$ cat src/rtl/acc_req_arbiter.sv
// Round-robin arbiter that shares one accelerator request port between NumReq cores,
// tags each request with the requester index and routes responses back by that index.
module acc_req_arbiter #(
  parameter int NumReq         = 4,
  parameter int IdWidth        = 1,
  parameter int ReqWidth       = 105,
  parameter int RspWidth       = 66,
  parameter int MaxOutstanding = 4,
  localparam int IdxWidth      = (NumReq > 1) ? $clog2(NumReq) : 1,
  localparam int ExtIdWidth    = IdxWidth + IdWidth,
  localparam int CntWidth      = $clog2(MaxOutstanding + 1)
) (
  input  logic                               clk_i,
  input  logic                               rst_n,
  input  logic [NumReq-1:0]                  slv_q_valid_i,
  output logic [NumReq-1:0]                  slv_q_ready_o,
  input  logic [NumReq-1:0][IdWidth-1:0]     slv_q_id_i,
  input  logic [NumReq-1:0][ReqWidth-1:0]    slv_q_data_i,
  output logic                               mst_q_valid_o,
  input  logic                               mst_q_ready_i,
  output logic [ExtIdWidth-1:0]              mst_q_id_o,
  output logic [ReqWidth-1:0]                mst_q_data_o,
  input  logic                               mst_p_valid_i,
  output logic                               mst_p_ready_o,
  input  logic [ExtIdWidth-1:0]              mst_p_id_i,
  input  logic [RspWidth-1:0]                mst_p_data_i,
  output logic [NumReq-1:0]                  slv_p_valid_o,
  input  logic [NumReq-1:0]                  slv_p_ready_i,
  output logic [IdWidth-1:0]                 slv_p_id_o,
  output logic [RspWidth-1:0]                slv_p_data_o,
  output logic [NumReq-1:0][CntWidth-1:0]    outstanding_o,
  output logic                               err_o
);

  localparam int IdxRange = 2 ** IdxWidth;
  localparam logic [CntWidth-1:0] MaxCnt = CntWidth'(MaxOutstanding);

  logic                           full;
  logic [ExtIdWidth-1:0]          q_id;
  logic [ReqWidth-1:0]            q_data;
  logic [IdxWidth-1:0]            rr_ptr;
  logic [NumReq-1:0][CntWidth-1:0] cnt;
  logic                           err;

  logic [NumReq-1:0]   eligible;
  logic [NumReq-1:0]   inc;
  logic [NumReq-1:0]   dec;
  logic                load;
  logic                gnt_valid;
  logic [IdxWidth-1:0] gnt_idx;

  logic [IdxWidth-1:0] p_idx;
  logic [IdxRange-1:0] cnt_nz;
  logic [IdxRange-1:0] ready_pad;
  logic                rsp_ok;
  logic                sel_ready;

  always_comb begin
    eligible = '0;
    for (int i = 0; i < NumReq; i++) begin
      eligible[i] = slv_q_valid_i[i] && (cnt[i] < MaxCnt);
    end
  end

  assign load = !full || mst_q_ready_i;

  // Scan from the farthest candidate back to rr_ptr so the nearest eligible one wins.
  always_comb begin
    logic [IdxWidth:0] cand;
    cand      = '0;
    gnt_valid = 1'b0;
    gnt_idx   = '0;
    for (int k = NumReq - 1; k >= 0; k--) begin
      cand = {1'b0, rr_ptr} + (IdxWidth + 1)'(k);
      if (cand >= (IdxWidth + 1)'(NumReq)) begin
        cand = cand - (IdxWidth + 1)'(NumReq);
      end
      if (eligible[cand[IdxWidth-1:0]]) begin
        gnt_valid = 1'b1;
        gnt_idx   = cand[IdxWidth-1:0];
      end
    end
    gnt_valid = gnt_valid && load && !rst_n;
  end

  always_comb begin
    inc = '0;
    if (gnt_valid) begin
      inc[gnt_idx] = 1'b1;
    end
  end

  assign slv_q_ready_o = inc;

  // Padding to a power of two makes out-of-range indices read as "no credit".
  always_comb begin
    cnt_nz    = '0;
    ready_pad = '0;
    for (int i = 0; i < NumReq; i++) begin
      cnt_nz[i]    = |cnt[i];
      ready_pad[i] = slv_p_ready_i[i];
    end
  end

  assign p_idx     = mst_p_id_i[ExtIdWidth-1 -: IdxWidth];
  assign rsp_ok    = cnt_nz[p_idx];
  assign sel_ready = ready_pad[p_idx];

  always_comb begin
    slv_p_valid_o = '0;
    dec           = '0;
    mst_p_ready_o = 1'b0;
    if (!rst_n) begin
      mst_p_ready_o = rsp_ok ? sel_ready : 1'b1;
      for (int i = 0; i < NumReq; i++) begin
        if (rsp_ok && (p_idx == IdxWidth'(i))) begin
          slv_p_valid_o[i] = mst_p_valid_i;
          dec[i]           = mst_p_valid_i && sel_ready;
        end
      end
    end
  end

  always_ff @(posedge clk_i or posedge rst_n) begin
    if (rst_n) begin
      full   <= 1'b0;
      q_id   <= '0;
      q_data <= '0;
      rr_ptr <= '0;
      cnt    <= '0;
      err    <= 1'b0;
    end else begin
      if (load) begin
        full <= gnt_valid;
      end
      if (gnt_valid) begin
        q_id   <= {gnt_idx, slv_q_id_i[gnt_idx]};
        q_data <= slv_q_data_i[gnt_idx];
        rr_ptr <= (gnt_idx == IdxWidth'(NumReq - 1)) ? '0 : gnt_idx + IdxWidth'(1);
      end
      for (int i = 0; i < NumReq; i++) begin
        if (inc[i] && !dec[i]) begin
          cnt[i] <= cnt[i] + CntWidth'(1);
        end else if (dec[i] && !inc[i]) begin
          cnt[i] <= cnt[i] - CntWidth'(1);
        end
      end
      if (mst_p_valid_i && !rsp_ok) begin
        err <= 1'b1;
      end
    end
  end

  assign mst_q_valid_o = full;
  assign mst_q_id_o    = q_id;
  assign mst_q_data_o  = q_data;
  assign slv_p_id_o    = mst_p_id_i[IdWidth-1:0];
  assign slv_p_data_o  = mst_p_data_i;
  assign outstanding_o = cnt;
  assign err_o         = err;

endmodule

$ cat config.mk
export PLATFORM = sky130hd
export DESIGN_NAME = acc_req_arbiter
export DESIGN_NICKNAME = d
export VERILOG_FILES = /design/src/rtl/acc_req_arbiter.sv
export SDC_FILE = /design/constraint.sdc
export NUM_CORES = 1
export LEC_CHECK = 0
export CORE_AREA = 2 2 271 273
export CTS_BUF_LIST = sky130_fd_sc_hd__clkbuf_8
export DETAILED_ROUTE_END_ITERATION = 8
export DIE_AREA = 0 0 273 275
export GPL_TIMING_DRIVEN = 0
export PLACE_DENSITY_LB_ADDON = 0.12
export SETUP_SLACK_MARGIN = 0.15
export SLEW_MARGIN = 40
export SYNTH_ARGS = -nofsm -noshare
export SYNTH_HDL_FRONTEND = slang
export SYNTH_SLANG_ARGS = --single-unit
$ cat constraint.sdc
create_clock -name clk_i -period 18.95 [get_ports clk_i]
set_input_delay 3.79 -clock clk_i [delete_from_list [all_inputs] [get_ports clk_i]]
set_output_delay 3.79 -clock clk_i [all_outputs]
set_load 0.02 [all_outputs]
== Word level (Yosys, flattened, before mapping) ==
Cells that the tools add are included.

* Add/subtract/negate cells: 16
* Eq/ne operators: 4
* Multiplexer cells: 52
* Magnitude comparators: 15
* Reduce and logical (&&, ||, !) cells: 42

{| class="wikitable"
|+ Operators with widths
! cell !! count
|-
| $bmux W105 S2 || 1
|-
| $mux W105 || 1
|-
| $mux W3 || 8
|-
| $mux W1 || 22
|-
| $logic_and A1 B1 Y1 || 21
|-
| $lt A2 B3 Y1 const B || 6
|-
| $mux W2 || 9
|-
| $bmux W1 S2 || 7
|-
| $add A3 B1 Y3 const B || 4
|-
| $lt A3 B3 Y1 const B || 4
|-
| $mux W4 || 3
|-
| $reduce_or A3 Y1 || 4
|-
| $sub A3 B1 Y3 const B || 4
|-
| $logic_not A1 Y1 || 11
|-
| $ge A3 B3 Y1 const B || 3
|-
| $reduce_bool A2 Y1 || 4
|-
| $sub A2 B1 Y2 const B || 4
|-
| $add A2 B2 Y3 const B || 2
|-
| $eq A2 B2 Y1 const B || 3
|-
| $add A2 B1 Y3 const B || 1
|-
| $ge A2 B3 Y1 const B || 1
|-
| $add A2 B1 Y2 const B || 1
|-
| $demux W1 S2 || 1
|-
| $eq A2 B1 Y1 const B || 1
|-
| 3 further kinds || 3
|}

* Logic and storage cells: 138
* Flip-flop bits (word level): 124
* Output and inout port bits: 198

== Logic depth before layout (Yosys ltp) ==
* Depth in word-level cells: 18
* Gate-level depth with buffers: 13

== Worst setup path after synthesis ==
No wires, ideal clock.

* Path type: input -> output
* From: input rst_n
* To: output slv_p_valid_o[2]
* Path buffers: 0
* Arrival: 7.494 ns
* Data required time: 15.160 ns
* Path slack: 7.666 ns
* Stages on the path: 4
* Path through: inv_1 nand2_1 a2111oi_0 and2_1

* Word-level cells in the longest chain between the ends: 1

{| class="wikitable"
|+ RTL lines
! item !! line !! source
|-
| from (decl) || 14 || <nowiki>input logic rst_n,</nowiki>
|-
| $mux W4 || 113 || <nowiki>if (!rst_n) begin</nowiki>
|-
| to (decl) || 27 || <nowiki>output logic [NumReq-1:0] slv_p_valid_o,</nowiki>
|}

Every way passes these cells.

== Worst setup path after layout ==
* From: input slv_q_valid_i[2]
* To: output slv_q_ready_o[3]

* Word-level cells in the longest chain between the ends: 12
* Elaborated cells on any way between the ends: 25
* Classes of those cells: order compare (2); mux (19); reduce/logical (4)

{| class="wikitable"
|+ RTL lines
! item !! line !! source
|-
| from (decl) || 15 || <nowiki>input logic [NumReq-1:0] slv_q_valid_i,</nowiki>
|-
| $logic_and A1 B1 Y1 * || 61 || <nowiki>eligible[i] = slv_q_valid_i[i] && (cnt[i] < MaxCnt);</nowiki>
|-
| $bmux W1 S2 || 78 || <nowiki>if (eligible[cand[IdxWidth-1:0]]) begin</nowiki>
|-
| $mux W1 (implied by the code) || 78 ||
|-
| $mux W2 (4 in series) || 78 ||
|-
| $lt A2 B3 Y1 (implied by the code) or $ge A2 B1 Y1 (tied branches) || 89 || <nowiki>inc[gnt_idx] = 1'b1;</nowiki>
|-
| $logic_and A1 B1 Y1 (implied by the code) || 89 ||
|-
| $mux W1 (implied by the code) || 89 ||
|-
| $demux W1 S2 || 89 ||
|-
| $mux W4 * || 88 || <nowiki>if (gnt_valid) begin</nowiki>
|-
| to (decl) || 16 || <nowiki>output logic [NumReq-1:0] slv_q_ready_o,</nowiki>
|}

Mark *: on every way between the ends. The rest lies on a longest branch, timed or not. The select of a mux whose other input is x is not followed.

==> key figures <==
Setup path
  • Delay-heaviest family, CP: buffers and inverters
  • Crit Path Category: in2out
  • Critical path peak fanout: 10
  • Reg2reg setup slack: about 15 ns
  • Req. time, crit path: 15.16 ns
  • CP cell instances: clkdlybuf4s50_1 -> nand2b_1 -> a41o_1 -> nand2b_1 -> buf_2 -> clkbuf_1 -> clkbuf_1 -> nor3_1 -> clkdlybuf4s50_1
  • Crit path launch type: input pin
  • Critical-path top delay cell: clkdlybuf4s50_1
  • Slowest stage delay, CP: around 0.7 ns
  • WP data arrival: 6.89 ns
  • CP Capture Type: primary output
  • CP bufs+invs: 5

Timing
  • Worst rel slew slack: between 40% and 50%
  • Slew Limit Fails: 0
  • Least-Margin Pin Slew: 0.801 ns
  • Final Setup Violations: 0
  • Final Hold Viols: 0
  • Final hold slack: 0.470 ns
  • Unrepaired setup endpoints after global routing: no
  • Max Clock Freq: 93.6 MHz
  • Final worst-path cycle share: 56.4%
  • Final Skew: 0.0190 ns
  • Setup slack after layout: just over 8 ns
  • Final Critical Period: around 11 ns
  • Sum Neg Setup Slack: 0 ns

Drt
  • Drt initial violations: 280
  • First-pass DRT Iterations: 4
  • Post-DRT Antenna Nets: 0
  • Detailed-route wire length per cell: between 20 and 25 um
  • Vias per cell: 3.62
  • DRC viols: 0
  • Drt total wl: around 49000 um
  • Vias: 8690

Pwr
  • Maximum VDD drop: ~0.045 mV
  • Pwr Total: ~2.1 mW
  • Power per cell area: 130 nW/um2
  • Leak pwr: 6.54 nW

Finish
  • Final Util: 22.4%
  • Cell area after layout: approximately 16000 um2
  • Finished Layout Cells: 2400
  • Area Growth Syn to Fin: 99.6%
  • Share of cells above drive strength 1: 10.1%
  • Fillcell total: slightly below 8000
  • Nets@finish: approximately 1900

Synth
  • Post-synth EDFFs: 0
  • Syn Std Cell Area: 8130 um2
  • Post-synth top cells: mux2i_1, dfrtp_1, nand2_1, o221ai_1, buf_4
  • Post-synth top area share: between 30% and 40%
  • Sequential share of the synthesized area: 38.2%
  • Mapped Nets: 1282
  • Syn_area_per_cell: 10.6 um2
  • Synth area leaders: dfrtp_1, mux2i_1, o221ai_1, buf_4, nand2_1
  • Synthesis Warnings: 0
  • Count leader, synth: mux2i_1
  • Cell taking the most area after synthesis: dfrtp_1
  • Async set-reset flop share out of synthesis: 100%
  • FF+latch count, synth: 124
  • Post-synthesis cell count: 769
  • Main synth FF type: dfrtp_1
  • Post-synth cell types: 37

Flow run
  • Max Cap Viol: 0

Place
  • Cells after DPL: 2366
  • Port bufs: 635
  • Hpwl dp: 39800 um
  • Routability Congestion: 0.735
  • Worst slack at placement: 8.20 ns
  • Dpl cell area: 15800 um2

Clocking
  • Clk root buf: clkbuf_8
  • Clk sinks: 124
  • Worst-Skew Late Latency: 0.54 ns
  • Post-CTS Resized: 0
  • Total CTS buffers: 17
  • Clock H-tree levels: 4
  • CTS max path bufs: 2
  • CTS Hold Bufs: 0
  • CTS tree: yes
  • Clock slew at reported path FFs: 0.09 ns
  • Post-CTS Setup Bufs: 0

Floorplanning
  • Die height: about 280 um
  • Row cnt: 99
  • Core area: between 70000 and 80000 um2
  • Starting Density: 11.2%
  • Die width: 273 um
  • IO Pins: 703
  • Die area: 75100 um2

Global route
  • Largest net degree at the start of global routing: 61
  • Vias in the first global route: 9201
  • First-pass GRT wire length: 67000 um
  • Total track usage: around an eighth
  • Initial antenna violation count: 3
  • Total gr overflow: 0

Worst hold path
  • Worst min-delay path class: reg2reg

Run status
  • Status: completed
-- worst paths after layout --
check / from / to / cells past startpoint
hold reg to reg: err_o$_DFFE_PP0P_ / err_o$_DFFE_PP0P_ / 1
hold / removal: err_o$_DFFE_PP0P_ / err_o$_DFFE_PP0P_ / 1
max in group asynchronous: rst_n / mst_q_data_o[85]$_DFFE_PP0P_ / 3
setup / recovery: slv_q_valid_i[2] / slv_q_ready_o[3] / 9
min in group asynchronous: rst_n / mst_q_valid_o$_DFFE_PP0N_ / 2
setup reg to reg: outstanding_o[8]$_DFFE_PP0P_ / outstanding_o[1]$_DFFE_PP0P_ / 11
-- registers in the layout, indices dropped and copies added, names as in the netlist --
signal / flops
outstanding_o: 12
rr_ptr: 2
mst_q_id_o: 3
err_o: 1
mst_q_valid_o: 1
mst_q_data_o: 105
-- per-layer routing --
layer	global-route usage [%]	share of wire [%]	vias up
met4	2.92	0.91	2
met1	13.3	37	4162
li1	-	-	4114
met5	0	0.026	-
met2	23.8	54	390
met3	4.54	8.3	22
-- logic make-up (layout without fill, tap and decap cells) --
group           Yosys count  in the layout  share of synthesized area [%]
compound gates          119            119                           12.6
xor+xnor                 13             13                           1.40
fa+ha+maj                 8              8                           1.60
buf+inv                 132            802                           11.0
flops                   124            124                           38.2
mux                     217            217                           26.9
other cells               0              2                              0
simple gates            156            156                           8.31
-- report_power, final --
group	switching, mW	total [mW]	internal [mW]
Sequential	0.0878	0.480	0.392
Clock	0.141	0.301	0.160
Combinational	0.712	1.34	0.624
Total	0.940	2.12	1.18
-- worst reg2reg max path: cells and delay by family, from the launching register on --
family / cells / cell delay, ns
fa+ha+maj: 2 / 0.66
buf+inv: 4 / 1.40
flops: 1 / 0.44
simple gates: 3 / 0.52
mux: 1 / 0.27
compound gates: 1 / 0.24
-- cell type report --
cell class	instances	area, um2	area share (%)
timing repair buffer	638	6420	39.5
multi-input combinational	513	4130	25.5
sequential	124	3100	19.1
tap	959	1200	7.39
buffer	127	882	5.43
clock buffer	18	248	1.53
clock inverter	14	216	1.33
inverter	5	26.3	0.162
antenna	2	5.00	0.0308
-- placed cells by master, fill, tap and decap left out, types with 2 or more instances in the layout --
master / n
buf_6: 18
clkbuf_8: 18
buf_16: 2
ha_1: 4
nor2b_1: 4
clkbuf_1: 27
clkinv_2: 2
and2_1: 4
xor2_1: 8
xnor2_1: 5
clkbuf_2: 2
a21oi_1: 2
o21a_1: 3
mux2i_1: 212
nor3_1: 7
o21ai_1: 2
nand2b_1: 7
mux2_2: 4
bufinv_16: 5
dfrtp_1: 124
inv_1: 4
buf_4: 68
nor2_1: 6
clkdlybuf4s50_1: 635
clkinvlp_4: 4
inv_6: 2
fa_1: 4
nand2_1: 118
buf_2: 13
nor4_1: 3
diode_2: 2
o221ai_1: 106
Note: power is estimated with default switching activity, not from simulation.
==> patch (config.mk and constraints unchanged) <==
`RspWidth`: 66 -> 62.
--- a/src/rtl/acc_req_arbiter.sv
+++ b/src/rtl/acc_req_arbiter.sv
@@ -5,5 +5,5 @@
   parameter int IdWidth        = 1,
   parameter int ReqWidth       = 105,
-  parameter int RspWidth       = 66,
+  parameter int RspWidth       = 62,
   parameter int MaxOutstanding = 4,
   localparam int IdxWidth      = (NumReq > 1) ? $clog2(NumReq) : 1,
Interface: changed (resized mst_p_data_i and slv_p_data_o); port bits go from 703 to 695. No check against the original RTL was run, so the function may have changed too.
==> patch against the unedited design <==
- setup slack better by 0.11 ns
- largest power group unchanged
- hold slack improved by 0.00071 ns
- highest routed layer is now met4
- routed wire length shrank 0.87%
- sequential cell count is the same
- sequential share of layout area about the same
- critical path type unchanged
- synthesized cell count is 0.52% lower
- total power about the same
- final area decreased by 0.25%
- register-to-register slack better by 0.09 ns
- area after synthesis decreased by 0.37%
- largest cell class unchanged
- clock power is 3% higher
- die area is the same
==> patch: results (changes against the unedited design) <==
- The run finished with clean final reports.
- The average routed wire per standard cell was 20.40 um (-0.54%).
- The peak supply drop is 0.00003913 V (-12%).
- The number of antenna cells inserted is 3 (+1).
- The worst hold slack after final layout is 0.4703 ns (+0.0007120 ns).
- The static leakage is 0.006531 uW (-0.15%).
- After synthesis, the most frequently instantiated cells are sky130_fd_sc_hd__mux2i_1, sky130_fd_sc_hd__dfrtp_1, sky130_fd_sc_hd__nand2_1, sky130_fd_sc_hd__o221ai_1, sky130_fd_sc_hd__buf_4.
- The post-layout total power is 2116 uW (about the same).
- The root cell of the clock tree is sky130_fd_sc_hd__clkbuf_8.
- The adder and majority cell fraction of the synthesized area is 1.606% (+0.0059 points).
- The peak fanout along the critical path is 10 (unchanged).
- The sequential area share after synthesis is 38.30% (+0.14 points).
- The post-synthesis to final-layout area growth is 99.80%.
- The gate count after technology mapping is 765 (-0.52%).
- The buffer count excluding the clock tree in the final layout came to 756 (-1.2%).
- The overall routed net length came to 48790 um (-0.87%).
- The violation count after the first detailed-route iteration is 204 (-27%).
- The overall fraction of global-route tracks in use is 12.58% (-0.062 points).
- The number of port buffers is 631 (-0.63%).
- The endpoint identified for the worst register-to-register timing path is outstanding_o[8].
- The number of nets produced by synthesis is 1274 (-0.62%).
- The post-placement cell count is 2357 (-0.38%).
- The number of nets in the final layout is 1926 (-0.67%).
- The complex-gate fraction of the synthesized area is 12.62% (+0.047 points).
- The length in cells of the worst reg-to-reg path came to 13 (+2).
- The weighted congestion at the end of routability-driven global placement is 0.7355 (about the same).
- The worst hold path belongs to the class register to register.
- The part of the power in combinational logic is 62.7% (-0.4 points).
- Ranked by total cell area, the synthesized netlist is headed by sky130_fd_sc_hd__dfrtp_1, sky130_fd_sc_hd__mux2i_1, sky130_fd_sc_hd__o221ai_1.
- The kind of cell with the highest combined delay on the critical path is buffers and inverters.
- The area of all placed cells without fillers is 0.01619 sq mm (-0.25%).
- The filler cell count in the final layout was 7875 (+0.23%).
- The share of final layout cell area taken by non-clock buffers is 44.62% (-0.36 points).
- The number of global-route vias before repair is 9427 (+2.5%).
- The path with the worst hold slack has its endpoint at err_o.
- The fraction of area in clock buffers and inverters is 3.068% (+0.21 points).
- The half-perimeter wire length after placement is 39410 um (-1.1%).
- The clock transition at the registers of the reported paths is 0.09 ns (about the same).
- The final clock skew came to 0.01375 ns (-0.005215 ns).
- The largest net degree at the start of global routing was 57 (-6.6%).
- The wire length of the first global-routing pass is 67230 um (+0.29%).
- The total of clock buffers placed in the layout was 23 (+5).
- The mux cell area share after synthesis is 27.02% (+0.10 points).
- The internal power component came to 1192 uW (+1.4%).
- The data arrival time of the critical path is 6.78 ns (-0.11 ns).
- The setup slack on the worst flop-to-flop path is 15.40 ns (+0.09 ns).
- The pin slew with the least headroom to its limit is 0.7473 ns (-0.05414 ns).
- The placement-stage worst setup slack came to 8.276 ns (+0.07696 ns).
- The fraction of final layout cells sized beyond drive strength 1 was 9.860% (-0.22 points).
- The area share of xor/xnor cells in the synthesized design is 1.405% (+0.0052 points).
- The count of vias placed by the detailed router is 8666 (-0.28%).
-- patch: changes by cell type in the layout (fill, tap and decap cells not counted), sizes merged --
cell,before,now
clkinvlp,4,1
inv,7,5
diode,2,3
clkbuf,47,52
buf,101,96
clkdlybuf4s50,635,631
-- patch: how the worst max path moves through the flow --
stage                     cells after the start               end             start  slack (ns)
after floorplan                               4  slv_p_valid_o[2]             rst_n        7.67
after global placement                        6  slv_p_valid_o[2]             rst_n        4.15
after detailed placement                      9  slv_q_ready_o[3]  slv_q_valid_i[2]        8.28
after CTS                                     9  slv_q_ready_o[3]  slv_q_valid_i[2]        8.26
after global routing                          9  slv_q_ready_o[0]  slv_q_valid_i[2]        8.13
final                                         9  slv_q_ready_o[3]  slv_q_valid_i[2]        8.38
-- patch: routing by layer --
layer / global-route usage [%] / vias up / share of wire [%]
li1: - / 4103 / -
met1: 12.77 / 4137 / 36
met2: 23.90 / 399 / 54
met3: 4.966 / 27 / 8.9
met4: 3.121 / 0 / 1.2
met5: 0 / - / 0
